<file path="config.mk">
export PLATFORM = sky130hd
export DESIGN_NAME = seq_det_scheduler_flat
export DESIGN_NICKNAME = d
export VERILOG_FILES = /design/src/rtl/seq_det_scheduler_pkg.sv /design/src/rtl/seq_det_scheduler_if.sv /design/src/rtl/seq_det_scheduler_rr_arb.sv /design/src/rtl/seq_det_scheduler.sv /design/src/flat_wrapper.sv
export SDC_FILE = /design/constraint.sdc
export NUM_CORES = 1
export LEC_CHECK = 0
export ABC_CLOCK_PERIOD_IN_PS = 4320
export CORE_UTILIZATION = 40
export CTS_BUF_LIST = sky130_fd_sc_hd__clkbuf_8 sky130_fd_sc_hd__clkbuf_16
export CTS_CLUSTER_SIZE = 20
export DETAILED_ROUTE_END_ITERATION = 7
export SKIP_CTS_REPAIR_TIMING = 1
export SLEW_MARGIN = 15
export SYNTH_ARGS = -nofsm -noshare
export SYNTH_HDL_FRONTEND = slang
export SYNTH_SLANG_ARGS = --single-unit
</file>
<file path="constraint.sdc">
create_clock -name Clock -period 4.32 [get_ports Clock]
set_input_delay 0.864 -clock Clock [delete_from_list [all_inputs] [get_ports Clock]]
set_output_delay 0.864 -clock Clock [all_outputs]
set_load 0.1 [all_outputs]
</file>
<file path="src/rtl/seq_det_scheduler_pkg.sv">
// Shared types and next-state function for the time-shared equal-bit run detector.
// Context is {lastbit, cnt}; cnt is held at CNT_MAXW bits here and narrowed per instance.
package seq_det_pkg;

    localparam int unsigned RUN_LEN_DEF = 4;
    localparam int unsigned CNT_MAXW    = 4;  // enough for RUN_LEN up to 15

    function automatic int unsigned cnt_w(input int unsigned run_len);
        return $clog2(run_len + 1);
    endfunction

    function automatic int unsigned ctx_w(input int unsigned run_len);
        return 1 + cnt_w(run_len);
    endfunction

    typedef struct packed {
        logic                lastbit;
        logic [CNT_MAXW-1:0] cnt;
    } ctx_t;

    localparam ctx_t IDLE = '{lastbit: 1'b0, cnt: '0};

    function automatic ctx_t next_ctx(input ctx_t c, input logic b, input logic clr,
                                      input int unsigned run_len);
        ctx_t n;
        n = IDLE;
        if (clr) begin
            n = IDLE;
        end else if (c.cnt == '0 || b != c.lastbit) begin
            n.lastbit = b;
            n.cnt     = CNT_MAXW'(1);
        end else begin
            n.lastbit = b;
            n.cnt     = (c.cnt >= CNT_MAXW'(run_len)) ? CNT_MAXW'(run_len)
                                                      : c.cnt + CNT_MAXW'(1);
        end
        return n;
    endfunction

endpackage

</file>
<file path="src/rtl/seq_det_scheduler_if.sv">
// Channel bus of seq_det_scheduler: requests, bits, clears, grants, flags and debug taps.
// cnt_dbg exists only when SEQ_DET_SCHED_CNT_EN is defined.
interface seq_det_scheduler_if
    import seq_det_pkg::*;
#(
    parameter int unsigned NCH     = 4,
    parameter int unsigned RUN_LEN = RUN_LEN_DEF
);
    localparam int unsigned IW   = $clog2(NCH);
    localparam int unsigned CTXW = ctx_w(RUN_LEN);

    logic [NCH-1:0]  req;
    logic [NCH-1:0]  bit_in;
    logic [NCH-1:0]  clr;
    logic [NCH-1:0]  gnt;
    logic [NCH-1:0]  z;
    logic            det_pulse;
    logic [IW-1:0]   det_ch;
    logic [CTXW-1:0] ctx_dbg;
    logic [IW-1:0]   dbg_sel;
`ifdef SEQ_DET_SCHED_CNT_EN
    logic [7:0]      cnt_dbg;

    modport master (
        output req, bit_in, clr, dbg_sel,
        input  gnt, z, det_pulse, det_ch, ctx_dbg, cnt_dbg
    );
    modport slave (
        input  req, bit_in, clr, dbg_sel,
        output gnt, z, det_pulse, det_ch, ctx_dbg, cnt_dbg
    );
`else
    modport master (
        output req, bit_in, clr, dbg_sel,
        input  gnt, z, det_pulse, det_ch, ctx_dbg
    );
    modport slave (
        input  req, bit_in, clr, dbg_sel,
        output gnt, z, det_pulse, det_ch, ctx_dbg
    );
`endif

endinterface

</file>
<file path="src/rtl/seq_det_scheduler_rr_arb.sv">
// Round-robin arbiter: one-hot grant searched from the pointer, pointer moves past the winner.
// Grant is combinational and forced low while reset is asserted.
module seq_rr_arb #(
    parameter int unsigned NCH = 4
) (
    input  logic                   clk_i,
    input  logic                   rst_ni,
    input  logic [NCH-1:0]         req_i,
    output logic [NCH-1:0]         gnt_o,
    output logic [$clog2(NCH)-1:0] gnt_idx_o
);
    localparam int unsigned IW = $clog2(NCH);

    logic [IW-1:0] ptr_q, ptr_d;
    logic          found;
    int unsigned   j;

    always_comb begin
        gnt_o     = '0;
        gnt_idx_o = '0;
        found     = 1'b0;
        j         = 0;
        for (int unsigned i = 0; i < NCH; i++) begin
            j = (32'(ptr_q) + i) % NCH;
            if (!found && req_i[j]) begin
                found     = 1'b1;
                gnt_o[j]  = 1'b1;
                gnt_idx_o = IW'(j);
            end
        end
        if (!rst_ni) begin
            gnt_o = '0;
            found = 1'b0;
        end
        ptr_d = ptr_q;
        if (found) begin
            ptr_d = (32'(gnt_idx_o) == NCH - 1) ? '0 : gnt_idx_o + IW'(1);
        end
    end

    always_ff @(posedge clk_i or negedge rst_ni) begin
        if (!rst_ni) begin
            ptr_q <= '0;
        end else begin
            ptr_q <= ptr_d;
        end
    end

endmodule

</file>
<file path="src/rtl/seq_det_scheduler.sv">
// Time-shared run-of-RUN_LEN detector serving NCH serial channels through a round-robin grant.
// Optional macro SEQ_DET_SCHED_CNT_EN adds per-channel 8-bit saturating detect counters (cnt_dbg).
module seq_det_scheduler
    import seq_det_pkg::*;
#(
    parameter int unsigned NCH     = 4,
    parameter int unsigned RUN_LEN = RUN_LEN_DEF
) (
    input  logic               Clock,
    input  logic               Resetn,
    seq_det_scheduler_if.slave bus
);
    localparam int unsigned IW   = $clog2(NCH);
    localparam int unsigned CNTW = cnt_w(RUN_LEN);
    localparam int unsigned CTXW = ctx_w(RUN_LEN);

    logic [NCH-1:0]  gnt;
    logic [IW-1:0]   gnt_idx;
    logic            found;
    logic            sel_ok;

    logic [CTXW-1:0] ctx_q [NCH];
    logic [CTXW-1:0] ctx_d [NCH];
    logic [NCH-1:0]  z_q, z_d;
    logic            det_pulse_q, det_pulse_d;
    logic [IW-1:0]   det_ch_q, det_ch_d;

    ctx_t            cur, nxt;
    logic            hit;

    seq_rr_arb #(.NCH(NCH)) u_arb (
        .clk_i     (Clock),
        .rst_ni    (Resetn),
        .req_i     (bus.req),
        .gnt_o     (gnt),
        .gnt_idx_o (gnt_idx)
    );

    assign found = |gnt;

    // Only the granted channel's context passes through the shared next-state logic.
    always_comb begin
        ctx_d       = ctx_q;
        z_d         = z_q;
        det_pulse_d = 1'b0;
        det_ch_d    = det_ch_q;
        cur         = IDLE;
        nxt         = IDLE;
        hit         = 1'b0;
        if (found) begin
            cur.lastbit      = ctx_q[gnt_idx][CTXW-1];
            cur.cnt          = CNT_MAXW'(ctx_q[gnt_idx][CNTW-1:0]);
            nxt              = next_ctx(cur, bus.bit_in[gnt_idx], bus.clr[gnt_idx], RUN_LEN);
            ctx_d[gnt_idx]   = {nxt.lastbit, nxt.cnt[CNTW-1:0]};
            hit              = (nxt.cnt == CNT_MAXW'(RUN_LEN));
            z_d[gnt_idx]     = hit;
            det_pulse_d      = hit;
            if (hit) begin
                det_ch_d = gnt_idx;
            end
        end
    end

    always_ff @(posedge Clock or negedge Resetn) begin
        if (!Resetn) begin
            ctx_q       <= '{default: '0};
            z_q         <= '0;
            det_pulse_q <= 1'b0;
            det_ch_q    <= '0;
        end else begin
            ctx_q       <= ctx_d;
            z_q         <= z_d;
            det_pulse_q <= det_pulse_d;
            det_ch_q    <= det_ch_d;
        end
    end

    assign sel_ok        = (32'(bus.dbg_sel) < NCH);
    assign bus.gnt       = gnt;
    assign bus.z         = z_q;
    assign bus.det_pulse = det_pulse_q;
    assign bus.det_ch    = det_ch_q;
    assign bus.ctx_dbg   = sel_ok ? ctx_q[bus.dbg_sel] : '0;

`ifdef SEQ_DET_SCHED_CNT_EN
    logic [7:0] dcnt_q [NCH];
    logic [7:0] dcnt_d [NCH];

    always_comb begin
        dcnt_d = dcnt_q;
        if (found) begin
            if (bus.clr[gnt_idx]) begin
                dcnt_d[gnt_idx] = '0;
            end else if (hit && dcnt_q[gnt_idx] != '1) begin
                dcnt_d[gnt_idx] = dcnt_q[gnt_idx] + 8'd1;
            end
        end
    end

    always_ff @(posedge Clock or negedge Resetn) begin
        if (!Resetn) begin
            dcnt_q <= '{default: '0};
        end else begin
            dcnt_q <= dcnt_d;
        end
    end

    assign bus.cnt_dbg = sel_ok ? dcnt_q[bus.dbg_sel] : '0;
`endif

endmodule

</file>
<file path="src/flat_wrapper.sv">
// flat-port wrapper written by rule: the top's interface ports become plain ports
module seq_det_scheduler_flat import seq_det_pkg::*;
#(
    parameter int unsigned NCH     = 4,
    parameter int unsigned RUN_LEN = RUN_LEN_DEF
)
  (Clock, Resetn, bus_req, bus_bit_in, bus_clr, bus_dbg_sel, bus_gnt, bus_z, bus_det_pulse, bus_det_ch, bus_ctx_dbg);
  seq_det_scheduler_if #(.NCH(NCH), .RUN_LEN(RUN_LEN)) bus_i ();
  input  logic Clock;
  input  logic Resetn;
  input wire logic [$bits(bus_i.req)-1:0] bus_req;
  input wire logic [$bits(bus_i.bit_in)-1:0] bus_bit_in;
  input wire logic [$bits(bus_i.clr)-1:0] bus_clr;
  input wire logic [$bits(bus_i.dbg_sel)-1:0] bus_dbg_sel;
  output wire logic [$bits(bus_i.gnt)-1:0] bus_gnt;
  output wire logic [$bits(bus_i.z)-1:0] bus_z;
  output wire logic [$bits(bus_i.det_pulse)-1:0] bus_det_pulse;
  output wire logic [$bits(bus_i.det_ch)-1:0] bus_det_ch;
  output wire logic [$bits(bus_i.ctx_dbg)-1:0] bus_ctx_dbg;
  assign bus_i.req = bus_req;
  assign bus_i.bit_in = bus_bit_in;
  assign bus_i.clr = bus_clr;
  assign bus_i.dbg_sel = bus_dbg_sel;
  assign bus_gnt = bus_i.gnt;
  assign bus_z = bus_i.z;
  assign bus_det_pulse = bus_i.det_pulse;
  assign bus_det_ch = bus_i.det_ch;
  assign bus_ctx_dbg = bus_i.ctx_dbg;
  seq_det_scheduler #(.NCH(NCH), .RUN_LEN(RUN_LEN)) u_core (.Clock(Clock), .Resetn(Resetn), .bus(bus_i));
endmodule
</file>
==> summary.txt <==
Synth
  • Post-synthesis sequential area ratio: 0.300
  • Synth cell types: 36
  • Synth top area share: 0.300
  • Top post-synthesis cells by area: dfrtp_1 30%, mux2i_1 16%, mux2_2 13%, ha_1 7.2%, mux4_2 6.5%
  • Commonest cells post-synth: 34 x mux2i_1, 25 x dfrtp_1, 24 x mux2_2, 17 x nand2_1, 12 x ha_1
  • Synth Flop Type: dfrtp_1
  • Post-synth EDFFs: 0
  • Synth Area per Inst: 11.3 µm²
  • Synth Register Bits: 25
  • YS warnings: 0
  • Post-Synthesis Cell Area: roughly 2100 µm²
  • Synth area leader: dfrtp_1
  • Synth Net Count: 213
  • Synth async-reset ratio: 1.00
  • Mapped Cells: 185
  • Count leader, synth: mux2i_1

Job
  • Max_cap viols: 0

Timing
  • Clock Skews: about 0.002 ns
  • Hold_ws: 0.514 ns
  • Setup ws final: between 0.3 and 0.4 ns
  • Max frequency: 254 MHz
  • Rel. slew slack: 0.351
  • Fin crit share: 0.912
  • Final number of max-transition violations: 0
  • Worst slew pin tran: 0.970 ns
  • Final-report setup violation count: 0
  • Final Hold Vio Count: 0
  • Final min period: between 3 and 4 ns
  • Setup TNS: 0 ns
  • RSZ-0062 raised after global routing: no

Layout
  • Area taken by multi-input logic gates: 1330 µm²
  • Layout cells sized above 1: 0.248
  • FF+latch area: around 630 µm²
  • Layout fillers: 454
  • Final Instance Count excl. Fillers: roughly 280
  • Area grow syn2layout: 19.5%
  • Total Nets Final: ~240
  • Antenna diodes: 0

Critical path
  • Crit-path slowest cell: mux4_2
  • Worst Path Class, Setup: primary input to primary output
  • Largest stage delay, worst path: 0.62 ns
  • Worst Setup End Kind: primary output
  • Crit Path Max Fanout: 11
  • CP required: ~3.5 ns
  • CP arrival: 3.08 ns
  • Crit path max-delay family: buffers and inverters
  • Critical Path Source Type: primary input
  • Critical-path cell list: clkdlybuf4s50_1, mux4_2, a211oi_2, a22oi_1, o21ai_0, nand2_1, inv_1, buf_12
  • CP bufs+invs: 3

CTS
  • Longest Clk Path Bufs: 2
  • Clk Latency, worst-skew pair: 0.26 ns
  • Clock Root Buffer: clkbuf_8
  • CTS Sinks: 25
  • Worst-path clk slew: 0.08 ns
  • Num CTS Buffers: 3
  • Htree depth: 1
  • CTS tree: done

Die
  • Starting density of the core: 0.427
  • Die area: 5500 µm²
  • CORE AREA: 4880 µm²
  • IO Count: 31
  • Die Ht: 74.1 µm
  • DIE WIDTH: 74.1 µm
  • Rows: 25

Global route
  • Largest net degree at the start of global routing: 18
  • Antenna violations before repair: 0
  • Vias in the first global route: 1,580
  • Gr usage total: 0.185
  • Total gr overflow: 0
  • First-pass GRT wire length: 7670 µm

Detailed routing
  • DR iter-0 viols: 97
  • Final wirelength: approximately 4500 µm
  • Vias: 1,549
  • Mean routed wirelength per cell: roughly 16 µm
  • Post-Route M1 WL: 2050 µm
  • Vias per cell: 5.51
  • Post-DRT Antenna Nets: 0
  • Routed length on met2: 2350 µm
  • Remaining DRCs: 0
  • Drt pass-1 iters: 4
  • Met3 WL: about 120 µm
  • Max Used Layer: met4

Placed design
  • Pre-CTS WS: 0.169 ns
  • DP Cell Count: 277
  • Gpl congestion: ~0.75
  • DP Wirelength: 3630 µm
  • IO Port Bufs: 30

Outcome
  • Status: finished, final reports clean

Worst hold path
  • Hold Path Class: register to register
[cells by family (layout without fill, tap and decap cells)]
group / count (synthesis) / count (layout) / share of synthesized area
muxes: 65 / 65 / 0.365
xor gates and xnor gates: 3 / 3 / 0.0126
buffers and inverters: 19 / 48 / 0.0619
and+or+nand+nor: 34 / 34 / 0.0968
AOI/OAI and AO/OA: 27 / 27 / 0.0907
DFF: 25 / 25 / 0.300
adders and majority gates: 12 / 12 / 0.0721
[stage by stage]
stage,utilization,instance area (µm²)
global placement,0.500,2440
finish,0.510,2490
CTS,0.509,2480
floorplan,-,2080
global route,0.510,2490
detailed placement,0.500,2440
[sequential cells by signal, summed over array words and instances (netlist names)]
signal                count
u_core.bus.det_pulse      1
u_core.ctx_q             16
u_core.u_arb.ptr_q        2
u_core.bus.z              4
u_core.bus.det_ch         2
[path summary, 6_finish.rpt]
check | from | to | slack [ns] | cells past startpoint
min in group asynchronous | Resetn | u_core.ctx_q[3] | 1.03 | 1
min reg2reg | u_core.bus.z[3] | u_core.bus.z[3] | 0.51 | 1
max | bus_req[2] | bus_gnt[3] | 0.38 | 8
max reg2reg | u_core.u_arb.ptr_q[1] | u_core.ctx_q[8] | 0.51 | 12
min | u_core.bus.z[3] | u_core.bus.z[3] | 0.51 | 1
max in group asynchronous | Resetn | u_core.ctx_q[6] | 2.61 | 2
[per-layer routing]
metal,vias up,track usage
li1,743,-
met1,773,0.238
met2,29,0.326
met3,4,0.0298
met4,0,0.0385
met5,-,0
[area by class of cell]
class                   instances  area share
flip-flops and latches         25       0.251
inverters                       9      0.0136
clock inverters                 1     0.00151
clock buffers                   3      0.0166
well taps                      67      0.0337
repair buffers                 35       0.148
multi-input cells             141       0.535
[cell usage in the layout (no fill, tap or decap), types with 6 or more instances in the layout]
cell type         n
dfrtp_1          25
a22oi_1           9
mux2_2           24
clkdlybuf4s50_1  22
buf_4             9
mux2i_1          34
inv_1             9
ha_1             12
o21ai_0           6
nand2_1          17
mux4_2            6
Power is left out: the tool's default activity adds up to more than one toggle a clock period on the data nets, which glitch-free logic cannot reach.
